`config.mk`:
```
export PLATFORM = sky130hd
export DESIGN_NAME = uart_rx
export DESIGN_NICKNAME = d
export VERILOG_FILES = /design/src/rtl/uart_pkg.sv /design/src/rtl/uart_rx_sync.sv /design/src/rtl/uart_rx.sv
export SDC_FILE = /design/constraint.sdc
export NUM_CORES = 1
export LEC_CHECK = 0
export CORE_MARGIN = 10
export CORE_UTILIZATION = 54
export DETAILED_ROUTE_END_ITERATION = 12
export HOLD_SLACK_MARGIN = 0.02
export PLACE_DENSITY = 0.77
export SLEW_MARGIN = 0
export SYNTH_ARGS = -nofsm -noshare
export SYNTH_HDL_FRONTEND = slang
export SYNTH_SLANG_ARGS = --single-unit
export TNS_END_PERCENT = 10
```
`constraint.sdc`:
```
create_clock -name clk -period 1.9 [get_ports clk]
set_input_delay 0.38 -clock clk [delete_from_list [all_inputs] [get_ports clk]]
set_output_delay 0.38 -clock clk [all_outputs]
set_load 0.05 [all_outputs]
```
`src/rtl/uart_pkg.sv`:
```
// Shared UART definitions: receiver FSM state encoding, oversampling ratio
// and parity-type selectors.
package uart_pkg;

    // Baud ticks per serial bit.
    localparam int unsigned OVERSAMPLE = 16;

    // Parity-type selectors for PAR_TYP.
    localparam int unsigned EVEN = 0;
    localparam int unsigned ODD  = 1;

    typedef enum logic [2:0] {
        IDLE   = 3'd0,
        START  = 3'd1,
        DATA   = 3'd2,
        PARITY = 3'd3,
        STOP   = 3'd4
    } uart_state_e;

endpackage

```
`src/rtl/uart_rx_sync.sv`:
```
// Two-flop synchronizer for one asynchronous bit.
// Both flops reset to 1, the idle level of a serial line.
// Ports:
//   clk - system clock
//   rst - synchronous active-high reset
//   d   - asynchronous input
//   q   - synchronized output
module uart_rx_sync (
    input  logic clk,
    input  logic rst,
    input  logic d,
    output logic q
);

    logic meta;

    // Metastability stage followed by the output stage.
    always_ff @(posedge clk) begin
        if (rst) begin
            meta <= 1'b1;
            q    <= 1'b1;
        end else begin
            meta <= d;
            q    <= meta;
        end
    end

endmodule

```
`src/rtl/uart_rx.sv`:
```
// UART receiver with 16x oversampling. Data is sent LSB first, and each bit
// is sampled mid-bit. The frame has one start bit, DATA_BITS data bits, an
// optional parity bit and a stop period of SB_TICK ticks.
// Build option: define UART_RX_PARITY_EN to expect a parity bit after the
// data. Without it, DATA goes straight to STOP and parity_err is tied to 0.
// Ports:
//   clk        - system clock
//   rst        - synchronous active-high reset
//   tick       - one-clk baud strobe at 16x the bit rate
//   rx         - asynchronous serial input, idle high
//   rx_data    - last received word, registered
//   rx_done    - one-clk pulse per completed frame (good or errored)
//   parity_err - parity mismatch on the last frame, held until next rx_done
//   frame_err  - stop bit sampled low on the last frame, held likewise
module uart_rx
    import uart_pkg::*;
#(
    parameter int unsigned DATA_BITS = 8,
    parameter int unsigned PAR_TYP   = EVEN,
    parameter int unsigned SB_TICK   = 16
) (
    input  logic                 clk,
    input  logic                 rst,
    input  logic                 tick,
    input  logic                 rx,
    output logic [DATA_BITS-1:0] rx_data,
    output logic                 rx_done,
    output logic                 parity_err,
    output logic                 frame_err
);

    // The tick counter is 4 bits and widens only for stop periods above 16 ticks.
    localparam int unsigned TICK_W = (SB_TICK > OVERSAMPLE) ? $clog2(SB_TICK) : 4;
    localparam int unsigned BIT_W  = (DATA_BITS > 1) ? $clog2(DATA_BITS) : 1;

    localparam logic [TICK_W-1:0] TICK_MID  = TICK_W'(OVERSAMPLE / 2 - 1);
    localparam logic [TICK_W-1:0] TICK_LAST = TICK_W'(OVERSAMPLE - 1);
    localparam logic [TICK_W-1:0] STOP_LAST = TICK_W'(SB_TICK - 1);
    localparam logic [BIT_W-1:0]  BIT_LAST  = BIT_W'(DATA_BITS - 1);

    // Parameter sanity checks, evaluated at elaboration.
    if (PAR_TYP > ODD) begin : g_bad_par_typ
        $error("uart_rx: PAR_TYP must be 0 (even) or 1 (odd)");
    end
    if (DATA_BITS == 0 || SB_TICK == 0) begin : g_bad_size
        $error("uart_rx: DATA_BITS and SB_TICK must be non-zero");
    end

    logic                 rx_s;

    uart_state_e          state_q, state_d;
    logic [TICK_W-1:0]    s_q, s_d;
    logic [BIT_W-1:0]     n_q, n_d;
    logic [DATA_BITS-1:0] b_q, b_d;

    logic [DATA_BITS-1:0] data_d;
    logic                 done_d;
    logic                 ferr_d;

    uart_rx_sync u_sync (
        .clk (clk),
        .rst (rst),
        .d   (rx),
        .q   (rx_s)
    );

`ifdef UART_RX_PARITY_EN
    logic perr_q, perr_d;
    logic perr_out_d;
    logic exp_par;

    // Parity bit the transmitter should have sent for the shifted-in word.
    assign exp_par = (PAR_TYP == ODD) ? ~(^b_q) : (^b_q);
`endif

    // State, counters, shift register and registered outputs.
    always_ff @(posedge clk) begin
        if (rst) begin
            state_q    <= IDLE;
            s_q        <= '0;
            n_q        <= '0;
            b_q        <= '0;
            rx_data    <= '0;
            rx_done    <= 1'b0;
            frame_err  <= 1'b0;
`ifdef UART_RX_PARITY_EN
            perr_q     <= 1'b0;
            parity_err <= 1'b0;
`endif
        end else begin
            state_q    <= state_d;
            s_q        <= s_d;
            n_q        <= n_d;
            b_q        <= b_d;
            rx_data    <= data_d;
            rx_done    <= done_d;
            frame_err  <= ferr_d;
`ifdef UART_RX_PARITY_EN
            perr_q     <= perr_d;
            parity_err <= perr_out_d;
`endif
        end
    end

`ifndef UART_RX_PARITY_EN
    assign parity_err = 1'b0;
`endif

    // Next-state and output logic. Apart from the start detect in IDLE,
    // everything advances only on tick.
    always_comb begin
        state_d = state_q;
        s_d     = s_q;
        n_d     = n_q;
        b_d     = b_q;
        data_d  = rx_data;
        done_d  = 1'b0;
        ferr_d  = frame_err;
`ifdef UART_RX_PARITY_EN
        perr_d     = perr_q;
        perr_out_d = parity_err;
`endif

        case (state_q)
            IDLE: begin
                if (!rx_s) begin
                    state_d = START;
                    s_d     = '0;
                    n_d     = '0;
                end
            end

            // Recheck the line in the middle of the start bit to reject glitches.
            START: begin
                if (tick) begin
                    if (s_q == TICK_MID) begin
                        s_d     = '0;
                        state_d = rx_s ? IDLE : DATA;
                    end else begin
                        s_d = s_q + TICK_W'(1);
                    end
                end
            end

            // Shift right with the new bit entering at the MSB, so the LSB ends up at bit 0.
            DATA: begin
                if (tick) begin
                    if (s_q == TICK_LAST) begin
                        s_d = '0;
                        b_d = DATA_BITS'({rx_s, b_q} >> 1);
                        if (n_q == BIT_LAST) begin
                            n_d = '0;
`ifdef UART_RX_PARITY_EN
                            state_d = PARITY;
`else
                            state_d = STOP;
`endif
                        end else begin
                            n_d = n_q + BIT_W'(1);
                        end
                    end else begin
                        s_d = s_q + TICK_W'(1);
                    end
                end
            end

`ifdef UART_RX_PARITY_EN
            PARITY: begin
                if (tick) begin
                    if (s_q == TICK_LAST) begin
                        s_d     = '0;
                        perr_d  = (rx_s != exp_par);
                        state_d = STOP;
                    end else begin
                        s_d = s_q + TICK_W'(1);
                    end
                end
            end
`endif

            // The stop sample completes the frame whether or not it is errored.
            STOP: begin
                if (tick) begin
                    if (s_q == STOP_LAST) begin
                        s_d     = '0;
                        state_d = IDLE;
                        data_d  = b_q;
                        ferr_d  = ~rx_s;
                        done_d  = 1'b1;
`ifdef UART_RX_PARITY_EN
                        perr_out_d = perr_q;
`endif
                    end else begin
                        s_d = s_q + TICK_W'(1);
                    end
                end
            end

            default: begin
                state_d = IDLE;
            end
        endcase
    end

endmodule

```
After elaboration in Yosys (flattened, before gate mapping)
Index checks and enable logic that the tools add are counted.
{"block": "totals", "latch_bits": 0, "n_memories": 0, "out_inout_bits": 11, "elab_cells": 61, "input_bits": 4, "regBits": 30, "ram_bits": 0, "romBits": 0}
{"block": "classes", "n_eq_ne": 15, "magnitude_cmp": 0, "muxes": 22, "n_bitwise": 3, "shift": 0, "n_div": 0, "n_reduce_logical": 10, "mul": 0, "n_addsub": 2}
{"op": "3-bit 2-to-1 mux", "count": 12}
{"op": "4-bit 2-to-1 mux", "count": 5}
{"op": "2-bit != test (second input constant)", "count": 8}
{"op": "3-bit case mux with 4 select lines", "count": 1}
{"op": "4-bit case mux with 3 select lines", "count": 1}
{"op": "4-bit AND reduction", "count": 2}
{"op": "8-bit AND reduction", "count": 1}
{"op": "3-bit equality test (second input constant)", "count": 2}
{"op": "3-bit case mux with 2 select lines", "count": 1}
{"op": "3-bit AND reduction", "count": 2}
{"op": "4-bit by 1-bit adder with 4-bit output (second input constant)", "count": 1}
{"op": "4-bit by 3-bit equality test with 1-bit output (second input constant)", "count": 1}
{"op": "4-bit equality test (second input constant)", "count": 1}
{"op": "3-bit by 1-bit adder with 3-bit output (second input constant)", "count": 1}
{"op": "3-bit by 1-bit equality test with 1-bit output (second input constant)", "count": 1}
{"op": "3-bit by 2-bit equality test with 1-bit output (second input constant)", "count": 1}
{"op": "3-bit zero test", "count": 1}
{"op": "1-bit inverter", "count": 3}
{"op": "3-bit nonzero test", "count": 1}
{"op": "3-bit OR reduction", "count": 1}
{"op": "2-bit 2-to-1 mux", "count": 1}
{"op": "2-bit by 1-bit != test with 1-bit output (second input constant)", "count": 1}
{"op": "2-bit nonzero test", "count": 1}
{"op": "2-bit OR reduction", "count": 1}
{"op": "1-bit 2-to-1 mux", "count": 1}

Logic depth before layout (Yosys ltp)
Gate-level depths: netlist of the first run.
{"block": "logic_depth", "depth_word": 5, "depth_mapped": 6, "ltp_nobuf": 6}

Cells and area by module
A second synthesis of the first run with hierarchy kept.
{"block": "hier_totals", "hier_cells": 144, "hier_area_um2": 1337.5}
{"module": "uart_rx", "area_each_um2": 1285.0, "seq_area_each_um2": 560.5, "cells_per_inst": 140, "n_inst": 1}
{"module": "uart_rx_sync", "area_each_um2": 52.6, "seq_area_each_um2": 40.0, "cells_per_inst": 4, "n_inst": 1}

Worst setup path before layout of the first run
No wires, ideal clock.
{"block": "synth_path", "path_kind": "register to register", "start": "reg s_q[0]", "end": "reg n_q[0]", "synth_period_minus_slack_ps": 1686, "path_slack_ps": 214, "setup_time_ps": 70, "stages_incl_launch_ff": 7, "n_path_buf": 0, "arrival_time_ps": 1616, "required_ps": 1830, "cell_sequence": "dfxtp_1 ha_1 nand4_4 nor2_1 o21ai_1 or4_1 a21oi_1"}
{"block": "synth_via", "elab_chain_len": 3}
{"element": "from (decl)", "line": "uart_rx.sv:52", "source": "logic [TICK_W-1:0] s_q, s_d;"}
{"element": "from (signal assigned)", "line": "uart_rx.sv:80", "source": "s_q <= '0;"}
{"element": "from (signal assigned)", "line": "uart_rx.sv:92", "source": "s_q <= s_d;"}
{"element": "4-bit equality test", "line": "uart_rx.sv:148", "source": "if (s_q == TICK_LAST) begin"}
{"element": "2-bit != test (no line)"}
{"element": "4-bit AND reduction (no line)"}
{"element": "to (signal assigned)", "line": "uart_rx.sv:93", "source": "n_q <= n_d;"}
{"element": "to (decl)", "line": "uart_rx.sv:53", "source": "logic [BIT_W-1:0] n_q, n_d;"}
No other way between the ends.
A chain may end at the register's enable or synchronous reset.

Worst setup path in the final report of the first run
{"block": "layout_path", "start": "reg rx_data[2]", "end": "out rx_data[2]"}
{"element": "from (decl)", "line": "uart_rx.sv:26", "source": "output logic [DATA_BITS-1:0] rx_data,"}
{"element": "from (signal assigned)", "line": "uart_rx.sv:95", "source": "rx_data <= data_d;"}
No word-level cell between the ends.

==> results.md, run 1 <==
* Average cell area after synthesis at 9.35 um^2
* Slew headroom at 64.1%
* Post-synth cell types at 36
* Sequential Power Share at 49.5%
* R2R Setup Slk at 0.14 ns
* Core area at approximately 2400 um^2
* Ys flop type: dfxtp_1
* Post-synth top area share at 44.3%
* First-pass GRT wire length at 4990 um
* 1st-pass router iterations at 4
* Synth warn at 0
* Peak VDD IR at 0.668 mV
* Clock tree sinks at 30
* Starting Density at 55.8%
* Total track usage at 12.2%
* GR Util met3 at 5.51%
* Delay-heaviest family, CP: buffers and inverters
* Final Hold Viols at 0
* Setup repair bufs after CTS at 0
* Cell taking the most area after synthesis: dfxtp_1
* Layout cell share with drive strength beyond 1 at 18.7%
* Vias at 1094
* Clock power share at 39.3%
* Slowest-stage cell, CP: clkdlybuf4s50_1
* Seq cells post-synth at 30
* GRT Residual Overflow at 0
* Gp weighted congestion at 0.888
* CTS root buf: clkbuf_4
* Clk_lat worst skew at 0.33 ns
* Startpoint Class: flip-flop
* Switching Share at 24.0%
* Max Buffers Root-to-Sink at 2
* Synth Instances at about 150
* Post-DRT Antenna Nets at 0
* FFs w/ async S/R, synth at 0%
* Routed length per instance at 13.8 um
* Critical path fanouts, max at 2
* Comb pwr share at approximately 11%
* Post-Place Cells at 194
* CP cell instances: clkdlybuf4s50_1
* Worst Path Buf+Inv at 1
* Status: complete, no violations
* Antenna fix cells at 0
* Tightest Hold Check Type: reg -> reg
* Sw Pwr at about 320 uW
* Met2 Resource Use GR at about a fifth
* PortBufs at 13
* Clock Pin Slew Worst Setup and Hold Paths at 0.09 ns
* Final Skew at 0.00871 ns
* # setup viols final at 0
* Clock buffer count from CTS at 5
* EDFF count, synth at 0
* Initial antenna violation count at 0
* Non-Filler Instances at 201
* Area Overhead vs Synth at 23.5%
* WHS at 0.406 ns
* Vias per cell at 5.44
* Post-Syn Nets at 152
* Initial drt markers at 68
* Data arrival, critical path at 1.47 ns
* Worst Setup SP: rx_data[2]
* Max cap viols at 0
* F_max at 540 MHz
* CP Class: reg -> out
* Static Leak at 0.724 nW
* Largest net degree at the start of global routing at 31
* Final Power at ~1.3 mW
* Routed wire length at roughly 2800 um
* Utilization after layout at 68.9%
* RSZ-0062 raised after global routing: false
* Synth top area cells: dfxtp_1 (44%), mux2i_1 (13%), nor2_1 (7.7%)
* Final Cycle Share at 97.4%
* DRC at 0
* Crit path largest cell delay at 0.80 ns
* Final net count at 178
* Register area share after synthesis at between 40 and 50%
* Row count at 18
* R2R Path Start: state_q[1]
* GR peak layer: met2
* H-tree levels at 2
* Hold Crit Start: u_sync.meta
* Worst setup EP type: output pin
* Pwr Density at 791 nW/um^2
* WP data required at 1.52 ns
* Detailed placement HPWL at about 1900 um
* Max-slew violations at 0
* Die width at about 70 um
* Vias in the first global route at 1101
* Internal at 1.01 mW
* Die ar. at just under 5000 um^2
* Worst Tran Pin Value at 0.537 ns
* Chip Height at 70.1 um
* Post-layout minimum cycle time at around 1.9 ns
* GRT met1 Usage at between 10% and 20%
* CTS tree: built
* Syn Std Cell Area at approximately 1400 um^2
* Top-Level Pins at 15
cell usage after synthesis, types with 2 or more instances:
cell and number:
nand2_1 6, nand3_1 4, clkbuf_1 3, nand2b_1 2
dfxtp_1 30, a211o_1 2, inv_1 4, a31oi_1 2
nor2_4 2, or3_1 3, or4_1 3, nor2_1 28
ha_1 3, buf_6 3, or2_2 2, nor3_1 3
o21ai_1 3, o21ai_0 2, mux2i_1 18, a21oi_1 6
metrics by stage:
step / instance area (um^2) / setup TNS [ns] / setup slack, ns
6_report: 1680 / 0 / 0.0489
3_3_place_gp: 1580 / -0.725 / -0.154
3_5_place_dp: 1580 / -1.34 / -0.225
5_1_grt: 1680 / 0 / 0.000675
2_1_floorplan: 1360 / 0 / 0.214
4_1_cts: 1660 / 0 / 0.0106
logic make-up after synthesis:
group                      Yosys count  share of synthesized area [%]
and+or+nand+nor                     59                           23.2
DFF                                 30                           44.3
AOI/OAI and AO/OA                   22                           10.6
muxes                               18                           13.3
buffers and inverters               11                           4.98
adders and majority gates            3                           2.77
other                                1                          0.276
xor gates and xnor gates             1                          0.646
cell type report:
cell class	count	area (um^2)
Inverter	4	15.0
Clock inverter	1	30.0
Multi-Input combinational cell	104	688
Timing Repair Buffer	26	249
Clock buffer	6	51.3
Fill cell	192	757
Sequential cell	30	604
Tap cell	30	37.5
routing by layer:
metal | routed length, um | vias up
met5 | 0 | -
met4 | 69 | 0
met3 | 148 | 11
met2 | 1300 | 20
met1 | 1270 | 503
li1 | - | 560
path summary, 6_finish.rpt:
check | cells after the start | end
min reg2reg | 1 | u_sync.q
max | 1 | rx_data[2]
min | 1 | u_sync.q
max reg2reg | 5 | s_q[2]
power by group through the flow:
stage	clock network, mW	logic, mW	registers [mW]
finish	0.520	0.148	0.656
global route	0.557	0.166	0.659
CTS	0.539	0.146	0.654
detailed placement	0	0.144	0.669
global placement	0	0.140	0.668
floorplan	0	0.120	0.656
state kept, by name, summed over array words and instances (netlist names):
register	cells
u_sync.meta	1
n_q	3
rx_data	8
rx_done	1
frame_err	1
u_sync.q	1
b_q	8
s_q	4
state_q	3
placed cells by master, fill, tap and decap left out, drive strengths merged, types with 2 or more instances in the layout:
master         count
dlymetal6s2s       5
dfxtp             30
nor3               3
or2                2
nand2              6
or3                3
inv                4
or4                3
buf               14
clkdlybuf4s50      6
a31oi              2
nand2b             2
clkbuf             6
a211o              2
ha                 3
mux2i             18
nand3              5
o21ai              5
a21oi              7
nor2              30
timing repair:
item	CTS	global route
hold buffers	0	0
resized for setup	1	8
endpoints found under the setup margin	1	10
pin swaps	0	0
(Power assumes the default switching activity.)
==> run 2: changes to the inputs <==
--- a/config.mk
+++ b/config.mk
@@ -7,6 +7,7 @@
 export LEC_CHECK = 0
 export CORE_MARGIN = 10
 export CORE_UTILIZATION = 54
+export CTS_CLUSTER_DIAMETER = 60
 export DETAILED_ROUTE_END_ITERATION = 12
 export HOLD_SLACK_MARGIN = 0.02
 export PLACE_DENSITY = 0.77
==> results of run 2 <==
Final layout, timing and power as in run 1 (identical DEF).
==> run 3: changes to the inputs <==
--- a/config.mk
+++ b/config.mk
@@ -5,7 +5,7 @@
 export SDC_FILE = /design/constraint.sdc
 export NUM_CORES = 1
 export LEC_CHECK = 0
-export CORE_MARGIN = 10
+export CORE_MARGIN = 3
 export CORE_UTILIZATION = 54
 export CTS_CLUSTER_DIAMETER = 60
 export DETAILED_ROUTE_END_ITERATION = 12
==> results.md, run 3 (synthesis results as in run 1) <==
* Tightest Hold Check Type: reg -> reg
* Slew headroom at 65.8%
* PortBufs at 13
* Delay-heaviest family, CP: buffers and inverters
* CP Class: reg -> out
* Clock tree sinks at 30
* Antenna fix cells at 0
* Vias per cell at about 5.7
* Final Cycle Share at a little over nine tenths
* Max cap viols at 0
* DRC at 0
* Row count at 17
* Layout cell share with drive strength beyond 1 at 17.3%
* Setup_tns at 0 ns
* Pwr Density at 759 nW/um^2
* Area Overhead vs Synth at 22.3%
* Commonest non-fill, non-tap cell in the layout: nor2_1
* Max-slew violations at 0
* Slowest-stage cell, CP: clkdlybuf4s50_1
* Hold-fix buffers at CTS at 0
* # setup viols final at 0
* Peak VDD IR at approximately 0.83 mV
* Total track usage at between 10% and 20%
* F_max at 539 MHz
* Utilization after layout at 72.2%
* Data arrival, critical path at 1.48 ns
* CTS tree: built
* Initial antenna violation count at 0
* Static Leak at between 0.6 and 0.7 nW
* Detailed placement HPWL at between 1500 and 2000 um
* WP data required at between 1.5 and 2 ns
* Worst hold endpoint: u_sync.q
* Final Hold Viols at 0
* Worst Tran Pin Value at 0.512 ns
* CTS root buf: clkbuf_4
* Final net count at 174
* Clk_lat worst skew at 0.33 ns
* Sequential Power Share at 52.0%
* Worst setup EP type: output pin
* Most frequent cells in the layout: nor2_1 (28), dfxtp_1 (27), mux2i_1 (18)
* H-tree levels at 2
* Gp weighted congestion at 0.824
* Largest registers: b_q (8), rx_data (8), s_q (4)
* GRT Residual Overflow at 0
* Status: complete, no violations
* FF-to-FF path depth at 5
* Post-DRT Antenna Nets at 0
* Post-layout minimum cycle time at 1.86 ns
* Worst Path Buf+Inv at 1
* Starting Density at between 50% and 60%
* CP cell instances: clkdlybuf4s50_1
* RSZ-0062 raised after global routing: false
* Switching Share at 24.8%
* Max Buffers Root-to-Sink at 2
* Chip Height at around 56 um
* Largest net degree at the start of global routing at 31
* Comb pwr share at 11.0%
* WHS at 0.428 ns
* Final Skew at 0.0105 ns
* R2R Setup Slk at 0.10 ns
* First-pass GRT wire length at 4630 um
* 1st-pass router iterations at 4
* Vias at 1121
* Hold-critical path depth at 1
* Top-Level Pins at 15
* Core area at 2300 um^2
* Reg2reg end: s_q[3]
* Die ar. at between 3000 and 4000 um^2
* Startpoint Class: flip-flop
* Final Power at 1.26 mW
* Internal at 946 uW
* Critical path fanouts, max at 2
* Hold Crit Start: u_sync.meta
* Post-Layout Inst Area at 1660 um^2
* Vias in the first global route at 1114
* Routed length per instance at 13.6 um
* Post-DP Area at between 1500 and 2000 um^2
* R2R Path Start: state_q[1]
* Initial drt markers at 30
* Crit path largest cell delay at approximately 0.80 ns
* Clock Pin Slew Worst Setup and Hold Paths at 0.10 ns
* Routed wire length at approximately 2700 um
* Die width at 56.1 um
* Clock power share at 37.0%
* Clock buffer count from CTS at 5
* Sw Pwr at 313 uW
## run 3: power groups by stage
stage | sequential (mW) | combinational [mW] | clock (mW)
after global routing | 0.657 | 0.154 | 0.503
final | 0.655 | 0.138 | 0.465
after floorplan | 0.656 | 0.120 | 0
after CTS | 0.653 | 0.137 | 0.476
after detailed placement | 0.668 | 0.135 | 0
after global placement | 0.667 | 0.131 | 0
## run 3: worst max-delay path by stage
stage / from / to / depth (start not counted)
3_3_place_gp: tick / s_q[2] / 5
4_1_cts: frame_err / frame_err / 1
6_report: rx_data[6] / rx_data[6] / 1
3_5_place_dp: tick / s_q[3] / 5
2_1_floorplan: s_q[0] / n_q[0] / 6
5_1_grt: rx_data[6] / rx_data[6] / 1
## run 3: per-layer routing
metal  vias up  track usage (%)  wire [um]
li1        557                -          -
met5         -                0          0
met1       510             20.6       1140
met2        42             31.6       1290
met3        12             7.19        169
met4         0             8.14         72
## run 3: area by class of cell
cell class,instances,area [um^2]
Tap cell,28,35.0
Timing Repair Buffer,22,235
Multi-Input combinational cell,104,691
Sequential cell,30,604
Clock buffer,8,78.8
Fill cell,183,638
Inverter,4,15.0
## run 3: per-stage QoR
| step | worst slack [ns] | std cells |
|---|---|---|
| 3_5_place_dp | -0.263 | 188 |
| 4_1_cts | 0.0193 | 196 |
| 3_3_place_gp | -0.164 | 188 |
| 5_1_grt | 0.00341 | 196 |
| 6_report | 0.0432 | 196 |
| 2_1_floorplan | 0.214 | 145 |
## run 3: timing repair
| item | 4_1_cts | 5_1_grt |
|---|---|---|
| resized for setup | 0 | 9 |
| endpoints found under the setup margin | 0 | 8 |
| buffers inserted | 0 | 0 |
